<file path="src/rtl/aibcr3_dcc_crsgryctrl_if.sv">
// rtl/aibcr3_dcc_crsgryctrl_if.sv - phase-decision inputs and coarse-code status outputs of the DCC coarse Gray controller
interface aibcr3_dcc_crsgryctrl_if;
  logic        EN;
  logic        PD_VLD;
  logic        PD_UP;
  logic [10:3] gry;
  logic        LOCK;
  logic        SATMAX;
  logic        SATMIN;
  logic        BUSY;

  modport master (
    output EN, PD_VLD, PD_UP,
    input  gry, LOCK, SATMAX, SATMIN, BUSY
  );

  modport slave (
    input  EN, PD_VLD, PD_UP,
    output gry, LOCK, SATMAX, SATMIN, BUSY
  );
endinterface

</file>
<file path="src/rtl/aibcr3_dcc_crsgryctrl.sv">
// rtl/aibcr3_dcc_crsgryctrl.sv - DCC coarse delay search: settle/sample stepping of a Gray-coded code with reversal lock
module aibcr3_dcc_crsgryctrl #(
  parameter int          SETTLE_CYC = 8,
  parameter int          LOCK_REV   = 4,
  parameter logic [7:0]  INIT_CODE  = 8'd0
) (
  input  logic                     CLK,
  input  logic                     RSTb,
  aibcr3_dcc_crsgryctrl_if.slave   bus
);

  typedef enum logic [1:0] {
    ST_IDLE   = 2'd0,
    ST_SETTLE = 2'd1,
    ST_SAMPLE = 2'd2,
    ST_LOCKED = 2'd3
  } state_t;

  localparam logic [3:0] SETTLE_LD  = 4'(SETTLE_CYC - 1);
  localparam logic [2:0] LOCK_REV_C = 3'(LOCK_REV);

  function automatic logic [7:0] to_gray(input logic [7:0] b);
    return b ^ (b >> 1);
  endfunction

  state_t      state_q;
  logic [7:0]  bin_q;
  logic [10:3] gry_q;
  logic [3:0]  cnt_q;
  logic [2:0]  rev_q;
  logic        dir_q;
  logic        dir_vld_q;
  logic        lock_q;
  logic        satmax_q;
  logic        satmin_q;
  logic        busy_q;

  logic [2:0]  rev_d;
  logic [7:0]  bin_d;
  logic        sat_hit;
  logic        lock_hit;

  // Decision evaluation; a saturated request still counts as a direction sample.
  always_comb begin
    rev_d    = 3'd0;
    sat_hit  = 1'b0;
    bin_d    = bin_q;
    lock_hit = 1'b0;
    if (dir_vld_q && (bus.PD_UP != dir_q)) begin
      rev_d = rev_q + 3'd1;
    end
    sat_hit = bus.PD_UP ? (bin_q == 8'hFF) : (bin_q == 8'h00);
    if (!sat_hit) begin
      bin_d = bus.PD_UP ? (bin_q + 8'd1) : (bin_q - 8'd1);
    end
    lock_hit = (rev_d == LOCK_REV_C);
  end

  always_ff @(posedge CLK) begin
    if (!RSTb) begin
      state_q   <= ST_IDLE;
      bin_q     <= INIT_CODE;
      gry_q     <= to_gray(INIT_CODE);
      cnt_q     <= 4'd0;
      rev_q     <= 3'd0;
      dir_q     <= 1'b0;
      dir_vld_q <= 1'b0;
      lock_q    <= 1'b0;
      satmax_q  <= 1'b0;
      satmin_q  <= 1'b0;
      busy_q    <= 1'b0;
    end else if (!bus.EN) begin
      state_q   <= ST_IDLE;
      cnt_q     <= 4'd0;
      rev_q     <= 3'd0;
      dir_vld_q <= 1'b0;
      lock_q    <= 1'b0;
      satmax_q  <= 1'b0;
      satmin_q  <= 1'b0;
      busy_q    <= 1'b0;
    end else begin
      case (state_q)
        ST_IDLE: begin
          state_q <= ST_SETTLE;
          cnt_q   <= SETTLE_LD;
          busy_q  <= 1'b1;
        end
        ST_SETTLE: begin
          if (cnt_q == 4'd0) begin
            state_q <= ST_SAMPLE;
          end else begin
            cnt_q <= cnt_q - 4'd1;
          end
        end
        ST_SAMPLE: begin
          if (bus.PD_VLD) begin
            rev_q     <= rev_d;
            dir_q     <= bus.PD_UP;
            dir_vld_q <= 1'b1;
            bin_q     <= bin_d;
            gry_q     <= to_gray(bin_d);
            if (sat_hit) begin
              if (bus.PD_UP) satmax_q <= 1'b1;
              else           satmin_q <= 1'b1;
            end else begin
              if (bus.PD_UP) satmin_q <= 1'b0;
              else           satmax_q <= 1'b0;
            end
            // The locking decision's step lands on the same edge as LOCK.
            if (lock_hit) begin
              state_q <= ST_LOCKED;
              lock_q  <= 1'b1;
              busy_q  <= 1'b0;
            end else if (!sat_hit) begin
              state_q <= ST_SETTLE;
              cnt_q   <= SETTLE_LD;
            end
          end
        end
        default: begin
          state_q <= ST_LOCKED;
        end
      endcase
    end
  end

  assign bus.gry    = gry_q;
  assign bus.LOCK   = lock_q;
  assign bus.SATMAX = satmax_q;
  assign bus.SATMIN = satmin_q;
  assign bus.BUSY   = busy_q;

endmodule

</file>
<file path="src/flat_wrapper.sv">
// flat-port wrapper written by rule: the top's interface ports become plain ports
module aibcr3_dcc_crsgryctrl_flat 
#(
  parameter int          SETTLE_CYC = 8,
  parameter int          LOCK_REV   = 4,
  parameter logic [7:0]  INIT_CODE  = 8'd0
)
  (CLK, RSTb, bus_EN, bus_PD_VLD, bus_PD_UP, bus_gry, bus_LOCK, bus_SATMAX, bus_SATMIN, bus_BUSY);
  aibcr3_dcc_crsgryctrl_if bus_i ();
  input  logic CLK;
  input  logic RSTb;
  input wire logic [$bits(bus_i.EN)-1:0] bus_EN;
  input wire logic [$bits(bus_i.PD_VLD)-1:0] bus_PD_VLD;
  input wire logic [$bits(bus_i.PD_UP)-1:0] bus_PD_UP;
  output wire logic [$bits(bus_i.gry)-1:0] bus_gry;
  output wire logic [$bits(bus_i.LOCK)-1:0] bus_LOCK;
  output wire logic [$bits(bus_i.SATMAX)-1:0] bus_SATMAX;
  output wire logic [$bits(bus_i.SATMIN)-1:0] bus_SATMIN;
  output wire logic [$bits(bus_i.BUSY)-1:0] bus_BUSY;
  assign bus_i.EN = bus_EN;
  assign bus_i.PD_VLD = bus_PD_VLD;
  assign bus_i.PD_UP = bus_PD_UP;
  assign bus_gry = bus_i.gry;
  assign bus_LOCK = bus_i.LOCK;
  assign bus_SATMAX = bus_i.SATMAX;
  assign bus_SATMIN = bus_i.SATMIN;
  assign bus_BUSY = bus_i.BUSY;
  aibcr3_dcc_crsgryctrl #(.SETTLE_CYC(SETTLE_CYC), .LOCK_REV(LOCK_REV), .INIT_CODE(INIT_CODE)) u_core (.CLK(CLK), .RSTb(RSTb), .bus(bus_i));
endmodule
</file>
<file path="config.mk">
export PLATFORM = sky130hd
export DESIGN_NAME = aibcr3_dcc_crsgryctrl_flat
export DESIGN_NICKNAME = d
export VERILOG_FILES = /design/src/rtl/aibcr3_dcc_crsgryctrl_if.sv /design/src/rtl/aibcr3_dcc_crsgryctrl.sv /design/src/flat_wrapper.sv
export SDC_FILE = /design/constraint.sdc
export NUM_CORES = 1
export LEC_CHECK = 0
export CORE_UTILIZATION = 25
export DETAILED_ROUTE_END_ITERATION = 10
export PLACE_DENSITY = 0.45
export SKIP_CTS_REPAIR_TIMING = 1
export SYNTH_ARGS = -nofsm -noshare
export SYNTH_HDL_FRONTEND = slang
export SYNTH_SLANG_ARGS = --single-unit
</file>
<file path="constraint.sdc">
create_clock -name CLK -period 2.7 [get_ports CLK]
set_clock_uncertainty 0.05 [all_clocks]
set_input_delay 0.54 -clock CLK [delete_from_list [all_inputs] [get_ports CLK]]
set_output_delay 0.54 -clock CLK [all_outputs]
set_load 0.005 [all_outputs]
</file>
# Word level (Yosys, flattened, before mapping)
# Index checks and enable logic that the tools add are counted.
# classes
addsub,4
multipliers,0
n_div,0
order_cmp,0
n_eq_ne,15
shifts,0
mux,23
bitwise,1
n_reduce_logical,16
# op_table
operator,n
2-to-1 mux 4 bit,4
2-to-1 mux 8 bit,2
"!= test 2 bit, second input constant",6
one-hot mux 4 bit (3 select lines),1
AND reduction 3 bit,4
2-to-1 mux 1 bit,9
"adder 8 x 1 -> 8 bit, second input constant",1
"== test 8 bit, second input constant",1
logical NOT 8 bit,1
2-to-1 mux 2 bit,4
AND reduction 4 bit,2
"subtractor 8 x 1 -> 8 bit, second input constant",1
XOR 8 x 7 -> 8 bit,1
"!= test 2 x 1 -> 1 bit, second input constant",3
one-hot mux 2 bit (3 select lines),1
AND reduction 5 bit,1
logical NOT 4 bit,1
AND reduction 2 bit,2
nonzero test 2 bit,2
"subtractor 4 x 1 -> 4 bit, second input constant",1
"adder 3 x 1 -> 3 bit, second input constant",1
"== test 3 bit, second input constant",1
2-to-1 mux 3 bit,1
"!= test 3 bit, second input constant",1
7 further kinds,7
# word_totals
ff_bits,31
latchBits,0
mem_bits_rw,0
romBits,0
inputBits,5
out_inout_bits,12
elab_cells,70
n_memories,0

# Logic depth before layout (Yosys ltp)
# Gate-level depths: netlist of run 1.
# depth
depth_word,7
depth_mapped,9

# Worst setup path after synthesis of run 1
# No wires, ideal clock.
# synth_timing
kind,input-to-reg
startpoint,input port bus_PD_UP
endpoint,"register u_core.gry_q, in the netlist u_core.bus.gry[9]"
arrival_time_ns,2.101
required_ns,2.528
slack_ns,0.427
cell_stages,8
path_cell_list,buf_6 > inv_1 > ha_1 > or3b_2 > o311a_1 > o311ai_2 > nor3b_1 > a311o_1
# synth_via
elab_chain_cells,3
# synth_rtl
element,line,source
start: declaration,flat_wrapper.sv:14,input wire logic [$bits(bus_i.PD_UP)-1:0] bus_PD_UP;
2-to-1 mux 8 bit or 2-to-1 mux 1 bit (tied branches),"aibcr3_dcc_crsgryctrl.sv:54, aibcr3_dcc_crsgryctrl.sv:52",
2-to-1 mux 8 bit (*),aibcr3_dcc_crsgryctrl.sv:53,if (!sat_hit) begin
XOR 8 x 7 -> 8 bit (*),aibcr3_dcc_crsgryctrl.sv:23,return b ^ (b >> 1);
end signal: assignment,aibcr3_dcc_crsgryctrl.sv:63,gry_q <= to_gray(INIT_CODE);
end signal: assignment,aibcr3_dcc_crsgryctrl.sv:101,gry_q <= to_gray(bin_d);
end: declaration,aibcr3_dcc_crsgryctrl.sv:28,logic [10:3] gry_q;
# Every way passes the cells marked *; elsewhere a longest branch is shown, timed or not.
# A chain may end at the register's enable or synchronous reset.

# Worst setup path after layout of run 1
# Same ends and word-level chain as after synthesis.

==> reports/metrics.yaml, run 1 <==
status: "completed"
std_cell_rows: 30
hold_path.class: "reg -> reg"
cts-root-buf: "clkbuf_8"
power_density_nw_per_um2: 497
nets: 256
critPathArrivalTime_ns: 2.69
final_cell_mix: "dfxtp_1 (30), nand2_1 (21), buf_4 (20), nor2_1 (19), clkdlybuf4s50_1 (16)"
leakage_nw: 0.835
drv_cap: 0
synth_edf_count: 0
synth_top_area_cell: "dfxtp_1"
clockBufferDepth: 2
seqCellArea_um2: 601
max-vdd-ir-drop_v: 0.000229
antenna_found_initial: 0
fp.dieW_um: 86.1
tritoncts: "yes"
dr.pass1.iters: 4
die_h_um: 86.1
vias_per_cell: 4.66
grt_start_max_net_pins: 20
crit_type: "in -> reg"
finalSetupViolCount: 0
port-buffer-count: 16
drt_iter0_markers: 59
tightest_slew_ns: 0.530
wl_um: 4280
num_io_pins: 17
synth_area_um2: 1770
layout_commonest_cell: "dfxtp_1"
cp-start-kind: "input pin"
vias: 1579
die_area_um2: 7410
hold_viol_final: 0
fin_ws_ns: 0.140
hpwl_um: 3270
cts-buffers-inserted: 5
synth_warnings: 0
wl_per_cell_um: 12.6
clk_latency_ns: 0.29
synth_nets: 223
post_synth.cell_area_avg_um2: 8.45
synth.distinct_cells: 45
coreArea_um2: 6790
area_delta_synth_final_pct: 30.4
nFillCells: 746
synth_area_leaders: "dfxtp_1 (34%), ha_1 (5.7%), nand2_1 (4.5%), xor2_1 (4.5%), a21boi_0 (4.2%)"
start_util_pct: 26.0
diodes: 0
hold_ws_ns: 0.408
synth-main-ff-cell: "dfxtp_1"
cts.sinks: 30
overflow: 0
seq_area_frac_synth_pct: 34.0
fmax_mhz: 391
yosys_register_bits: 30
end_kind: "flip-flop"
dp_slack_ns: -0.178
grt_usage_pct: 12.6
drive_gt1_share_pct: 15.2
cp_max_fo: 8
rsz0062_at_grt: "no"
finalWeightedCongestion: 0.737
slew_viol_final: 0
worst_ep_required_time_ns: 2.83
clk_pin_slew_ns: 0.07
finalCritPeriodShare_pct: 94.8
synth_cells: 209
synth_top_area_share_pct: 34.0
grt_first_pass_wirelength_um: 7220
max-slew-margin-rel_pct: 64.6
drtAntennaViolNets: 0
multiInputGateArea_um2: 1090
period_needed_ns: 2.56
synth-async-reset-ratio_pct: 0
drc: 0
htreeDepth: 2
grt_pass1_vias: 1525
## worst paths after layout
path / startpoint / slack (ns) / cells past startpoint / end
worst max-delay path: bus_PD_UP / 0.14 / 9 / u_core.bus.gry[9]
worst min-delay path: u_core.bus.gry[4] / 0.41 / 2 / u_core.bus.gry[4]
worst max register to register: u_core.bin_q[0] / 0.46 / 8 / u_core.bus.gry[9]
worst min register to register: u_core.bus.gry[4] / 0.41 / 2 / u_core.bus.gry[4]
## report_power, final
part / switching (mW) / internal [mW]
registers: 0.00567 / 0.449
logic: 0.0615 / 0.0519
clock network: 0.183 / 0.394
total: 0.250 / 0.895
## final cells by class
cell class	count	share of cell area, %
multi-input cells	159	47.4
clock buffers	6	3.59
clock inverters	2	2.61
well taps	96	5.21
flip-flops and latches	30	26.1
repair buffers	36	13.5
inverters	10	1.63
## Yosys cell counts, drive strengths merged (5+ instances only)
cell type and count:
a21boi 10, a21oi 11, a22oi 5, buf 6, dfxtp 30, ha 8
inv 10, nand2 22, nand3 12, nor2 19, nor2b 6, nor3 7
o211ai 7, xnor2 5, xor2 9
## worst max-delay path, cell delays in order
cell             delay [ns]
clkdlybuf4s50_1        0.42
buf_4                  0.18
fa_1                   0.45
nand2b_1               0.17
a21oi_1                0.28
o311ai_4               0.17
nand4_1                0.12
nor2_1                 0.05
a311o_1                0.31
## kinds of logic (layout without fill, tap and decap cells)
kind of cell / count (synthesis) / in the layout / share of synthesized area [%]
and+or+nand+nor: 85 / 85 / 24.9
AOI/OAI and AO/OA: 51 / 51 / 22.2
DFF: 30 / 30 / 34.0
buffers and inverters: 20 / 54 / 5.17
xor gates and xnor gates: 14 / 14 / 6.94
adders and majority gates: 9 / 9 / 6.80
## registers in the layout, summed over array words and instances, names as in the netlist
signal             flops
u_core.bin_q           7
u_core.bus.BUSY        1
u_core.bus.LOCK        1
u_core.bus.SATMAX      1
u_core.bus.SATMIN      1
u_core.bus.gry         8
u_core.cnt_q           4
u_core.dir_q           1
u_core.dir_vld_q       1
u_core.rev_q           3
u_core.state_q         2
## stage by stage
stage               instance area [um2]  cells  TNS, ns  total power, mW  util [%]
finish                             2300    339        0             1.14      33.9
global route                       2300    339        0             1.19      33.9
CTS                                2290    339        0             1.16      33.6
detailed placement                 2140    331   -0.736            0.577      31.5
global placement                   2140    331   -0.581            0.577      31.5
floorplan                          1770    209        0            0.538         -
## metal layers
layer / share of wire (%) / track usage, %
met1: 50 / 16.4
met2: 46 / 20.2
met3: 2.3 / 1.73
met4: 2.1 / 6.36
met5: 0 / 0
Power figures use the tool's default switching activity.
==> inputs of run 2 (changes only) <==
==> constraint.sdc (replaced) <==
create_clock -name CLK -period 2.7 [get_ports CLK]
set_clock_uncertainty 0.05 [all_clocks]
set_input_delay 0.27 -clock CLK [delete_from_list [all_inputs] [get_ports CLK]]
set_output_delay 0.27 -clock CLK [all_outputs]
set_load 0.005 [all_outputs]
==> reports/metrics.yaml, run 2 (synthesis gave the netlist of run 1 again) <==
drtAntennaViolNets: 0
drive_gt1_share_pct: 10.0
grt_first_pass_wirelength_um: 7210
drv_cap: 0
std_cell_rows: 30
max-slew-margin-rel_pct: 65.3
grt_pass1_vias: 1448
htreeDepth: 2
cpPeakStageDelay_ns: 0.53
p_seq_share_pct: 46.4
clk_latency_ns: 0.28
wl_per_cell_um: 12.9
worst_ep_required_time_ns: 2.82
wl_um: 4210
crit_type: "in -> reg"
hold_ws_ns: 0.411
max-vdd-ir-drop_v: 0.000191
period_needed_ns: 2.37
fp.dieW_um: 86.1
cts.sinks: 30
finalCritPeriodShare_pct: 87.8
hpwl_um: 3120
power_density_nw_per_um2: 455
p_clk_share_pct: 43.1
path_delay_family: "compound AO/OA/AOI/OAI gates"
status: "completed"
critPathArrivalTime_ns: 2.49
cts-root-buf: "clkbuf_8"
utilization_pct: 31.7
final_cell_mix: "dfxtp_1 (30), nand2_1 (21), nor2_1 (19), clkdlybuf4s50_1 (16), nand3_1 (12)"
layout_commonest_cell: "dfxtp_1"
place_inst: 318
tightest_slew_ns: 0.519
dr_wl_met2_um: 1840
overflow: 0
final.setup.tns_ns: 0
grt_usage_pct: 12.5
start_util_pct: 26.0
coreArea_um2: 6790
diodes: 0
final_cell_count_no_fill: 326
leakage_nw: 0.753
antenna_found_initial: 0
finalSetupViolCount: 0
drt_iter0_markers: 66
grt_start_max_net_pins: 21
hold_path.class: "reg -> reg"
crit_buf_inv: 2
cpMaxStageDelayCell: "clkdlybuf4s50_1"
swShare_pct: 23.5
nets: 243
finalWeightedCongestion: 0.847
cp-start-kind: "input pin"
vias: 1496
met3_length_um: 108
hold_viol_final: 0
end_kind: "flip-flop"
cp_max_fo: 6
drc: 0
fin_ws_ns: 0.330
rsz0062_at_grt: "no"
vias_per_cell: 4.59
met1Wirelength_um: 2240
combinationalPowerShare_pct: 10.5
path_cells: "clkdlybuf4s50_1 > inv_1 > ha_1 > o21ai_0 > a21oi_1 > o311ai_2 > nor3b_1 > a311o_1"
p_int_mw: 0.750
area_delta_synth_final_pct: 22.0
dp_slack_ns: 0.0305
p_sw_mw: 0.231
fmax_mhz: 422
die_area_um2: 7410
num_io_pins: 17
largest_reg_flops: 8
cts-buffers-inserted: 5
die_h_um: 86.1
clockBufferDepth: 2
port-buffer-count: 16
slew_viol_final: 0
dr.pass1.iters: 4
top_layer: "met4"
clk_pin_slew_ns: 0.06
tritoncts: "yes"
-- run 2: cell types whose count changed in the layout (fill, tap and decap cells not counted), sizes merged --
cell	change
buf	-13
bufinv	-2
clkbuf	+2
-- run 2: power groups by stage --
| stage | combinational [mW] | sequential (mW) | clock (mW) |
|---|---|---|---|
| final | 0.103 | 0.455 | 0.423 |
| after detailed placement | 0.104 | 0.465 | 0 |
| after global placement | 0.104 | 0.465 | 0 |
| after floorplan | 0.0747 | 0.463 | 0 |
| after global routing | 0.116 | 0.456 | 0.462 |
| after CTS | 0.104 | 0.455 | 0.437 |
-- run 2: cell type report --
class / count / area [um2]
multi-input cells: 159 / 1070
inverters: 10 / 37.5
flip-flops and latches: 30 / 601
well taps: 96 / 120
clock buffers: 8 / 110
repair buffers: 23 / 213
fillers: 739 / 4640
-- run 2: metrics by stage --
stage	instance area [um2]	total power, mW
finish	2160	0.981
global placement	2050	0.569
floorplan	1770	0.538
detailed placement	2050	0.569
CTS	2160	0.996
global route	2160	1.03
-- run 2: final timing paths --
path / start / end / slack (ns) / cells after the start
setup reg to reg: u_core.bin_q[0] / u_core.bus.gry[9] / 0.40 / 7
setup / recovery: bus_PD_UP / u_core.bus.gry[9] / 0.33 / 8
hold reg to reg: u_core.bus.gry[4] / u_core.bus.gry[4] / 0.41 / 2
hold / removal: u_core.bus.gry[4] / u_core.bus.gry[4] / 0.41 / 2
-- run 2: worst reg2reg max path, stage by stage, from the launching register on --
cell      delay [ns]
dfxtp_1         0.46
inv_1           0.12
fa_1            0.46
nand2b_1        0.19
a2111o_1        0.38
o311ai_2        0.14
nor3b_1         0.10
a311o_1         0.27
-- run 2: layer usage --
metal,up-vias,global-route usage (%)
met1,685,17.7
met4,0,3.79
met3,3,2.69
li1,789,-
met5,-,0
met2,19,18.8
==> inputs of run 3 (changes only) <==
--- a/config.mk
+++ b/config.mk
@@ -7,7 +7,8 @@
 export LEC_CHECK = 0
 export CORE_UTILIZATION = 25
 export DETAILED_ROUTE_END_ITERATION = 10
-export PLACE_DENSITY = 0.45
+export DONT_BUFFER_PORTS = 1
+export PLACE_DENSITY = 0.42
 export SKIP_CTS_REPAIR_TIMING = 1
 export SYNTH_ARGS = -nofsm -noshare
 export SYNTH_HDL_FRONTEND = slang
==> reports/metrics.yaml, run 3 (synthesis gave the netlist of run 1 again) <==
tritoncts: "yes"
status: "completed"
rsz0062_at_grt: "no"
cts.sinks: 30
hpwl_um: 3110
hold_path.class: "in -> reg"
worst_ep_required_time_ns: 2.81
critPathArrivalTime_ns: 2.34
fin_ws_ns: 0.468
slew_viol_final: 0
final.setup.tns_ns: 0
std_cell_rows: 30
final_cell_mix: "dfxtp_1 (30), nand2_1 (21), nor2_1 (19), nand3_1 (12), a21oi_1 (11)"
tightest_slew_ns: 0.607
vias_per_cell: 4.74
grt_usage_pct: 12.4
drt_iter0_markers: 55
dp_slack_ns: 0.480
p_int_mw: 0.688
grt_start_max_net_pins: 21
port-buffer-count: 0
finalWeightedCongestion: 0.737
crit_start: "u_core.bin_q[0]"
min_from: "RSTb"
die_h_um: 86.1
crit_type: "reg -> reg"
cp_max_fo: 6
clk_pin_slew_ns: 0.07
fp.dieW_um: 86.1
cts-root-buf: "clkbuf_8"
grt_first_pass_wirelength_um: 7130
wl_per_cell_um: 13.9
combinationalPowerShare_pct: 9.2
clk_latency_ns: 0.27
finalCritPeriodShare_pct: 82.7
overflow: 0
coreArea_um2: 6790
vias: 1446
area_delta_synth_final_pct: 9.77
clockBufferDepth: 2
hold_viol_final: 0
reg2reg_from: "u_core.bin_q[0]"
drtAntennaViolNets: 0
diodes: 0
drive_gt1_share_pct: 8.13
cts-buffers-inserted: 5
drv_cap: 0
hold_ws_ns: 0.0790
cp-start-kind: "flip-flop"
layout_commonest_cell: "dfxtp_1"
antenna_found_initial: 0
start_util_pct: 26.0
swShare_pct: 24.5
p_seq_share_pct: 50.0
max-slew-margin-rel_pct: 59.3
p_sw_mw: 0.223
max-vdd-ir-drop_v: 0.000168
power_density_nw_per_um2: 470
num_io_pins: 17
finalSetupViolCount: 0
drc: 0
fmax_mhz: 448
p_clk_share_pct: 40.8
leakage_nw: 0.663
period_needed_ns: 2.23
end_kind: "flip-flop"
die_area_um2: 7410
largest_reg_flops: 8
grt_pass1_vias: 1370
nets: 222
htreeDepth: 2
dr.pass1.iters: 4
wl_um: 4250
-- run 3: cell count changes in the layout (fill, tap and decap cells not counted), sizes merged --
cell           delta
clkdlybuf4s50    -16
clkinv            +1
buf               -5
clkbuf            -1
-- run 3: power groups by stage --
| stage | registers [mW] | logic [mW] | clock network, mW |
|---|---|---|---|
| 4_1_cts | 0.455 | 0.0845 | 0.384 |
| 3_3_place_gp | 0.465 | 0.0852 | 0 |
| 6_report | 0.456 | 0.0837 | 0.371 |
| 5_1_grt | 0.456 | 0.0934 | 0.408 |
| 2_1_floorplan | 0.463 | 0.0747 | 0 |
| 3_5_place_dp | 0.466 | 0.0836 | 0 |
-- run 3: cell type report --
cell class | count | area, um2
Fill cell | 732 | 4850
Multi-Input combinational cell | 159 | 1070
Sequential cell | 30 | 601
Tap cell | 96 | 120
Clock buffer | 7 | 86.3
Inverter | 10 | 37.5
Timing Repair Buffer | 2 | 15.0
Clock inverter | 1 | 5.00
-- run 3: path summary, 6_finish.rpt --
kind                             to  cells past startpoint  slack (ns)
setup / recovery  u_core.bus.gry[9]                      7        0.47
hold / removal    u_core.bus.gry[8]                      1        0.08
setup reg to reg  u_core.bus.gry[9]                      7        0.47
hold reg to reg     u_core.rev_q[1]                      2        0.41
-- run 3: critical path, stage by stage, from the launching register on --
cell and delay [ns]:
dfxtp_1 0.43, inv_1 0.10, fa_1 0.45, nand2b_1 0.18
a2111o_1 0.38, o311ai_2 0.13, nor3b_1 0.11, a311o_1 0.28
-- run 3: metal layers --
metal,global-route usage (%),wire length [um],part of all wire [%]
met5,0,0,0
met4,3.18,25,0.59
met3,4.72,198,4.7
met2,18.2,1800,42
met1,17.0,2230,52
-- run 3: stage by stage --
step | instances | util [%] | total power, mW | instance area (um2)
floorplan | 209 | - | 0.538 | 1770
global placement | 297 | 27.2 | 0.551 | 1850
detailed placement | 297 | 27.2 | 0.549 | 1850
CTS | 305 | 28.5 | 0.924 | 1940
global route | 305 | 28.5 | 0.958 | 1940
finish | 305 | 28.5 | 0.911 | 1940
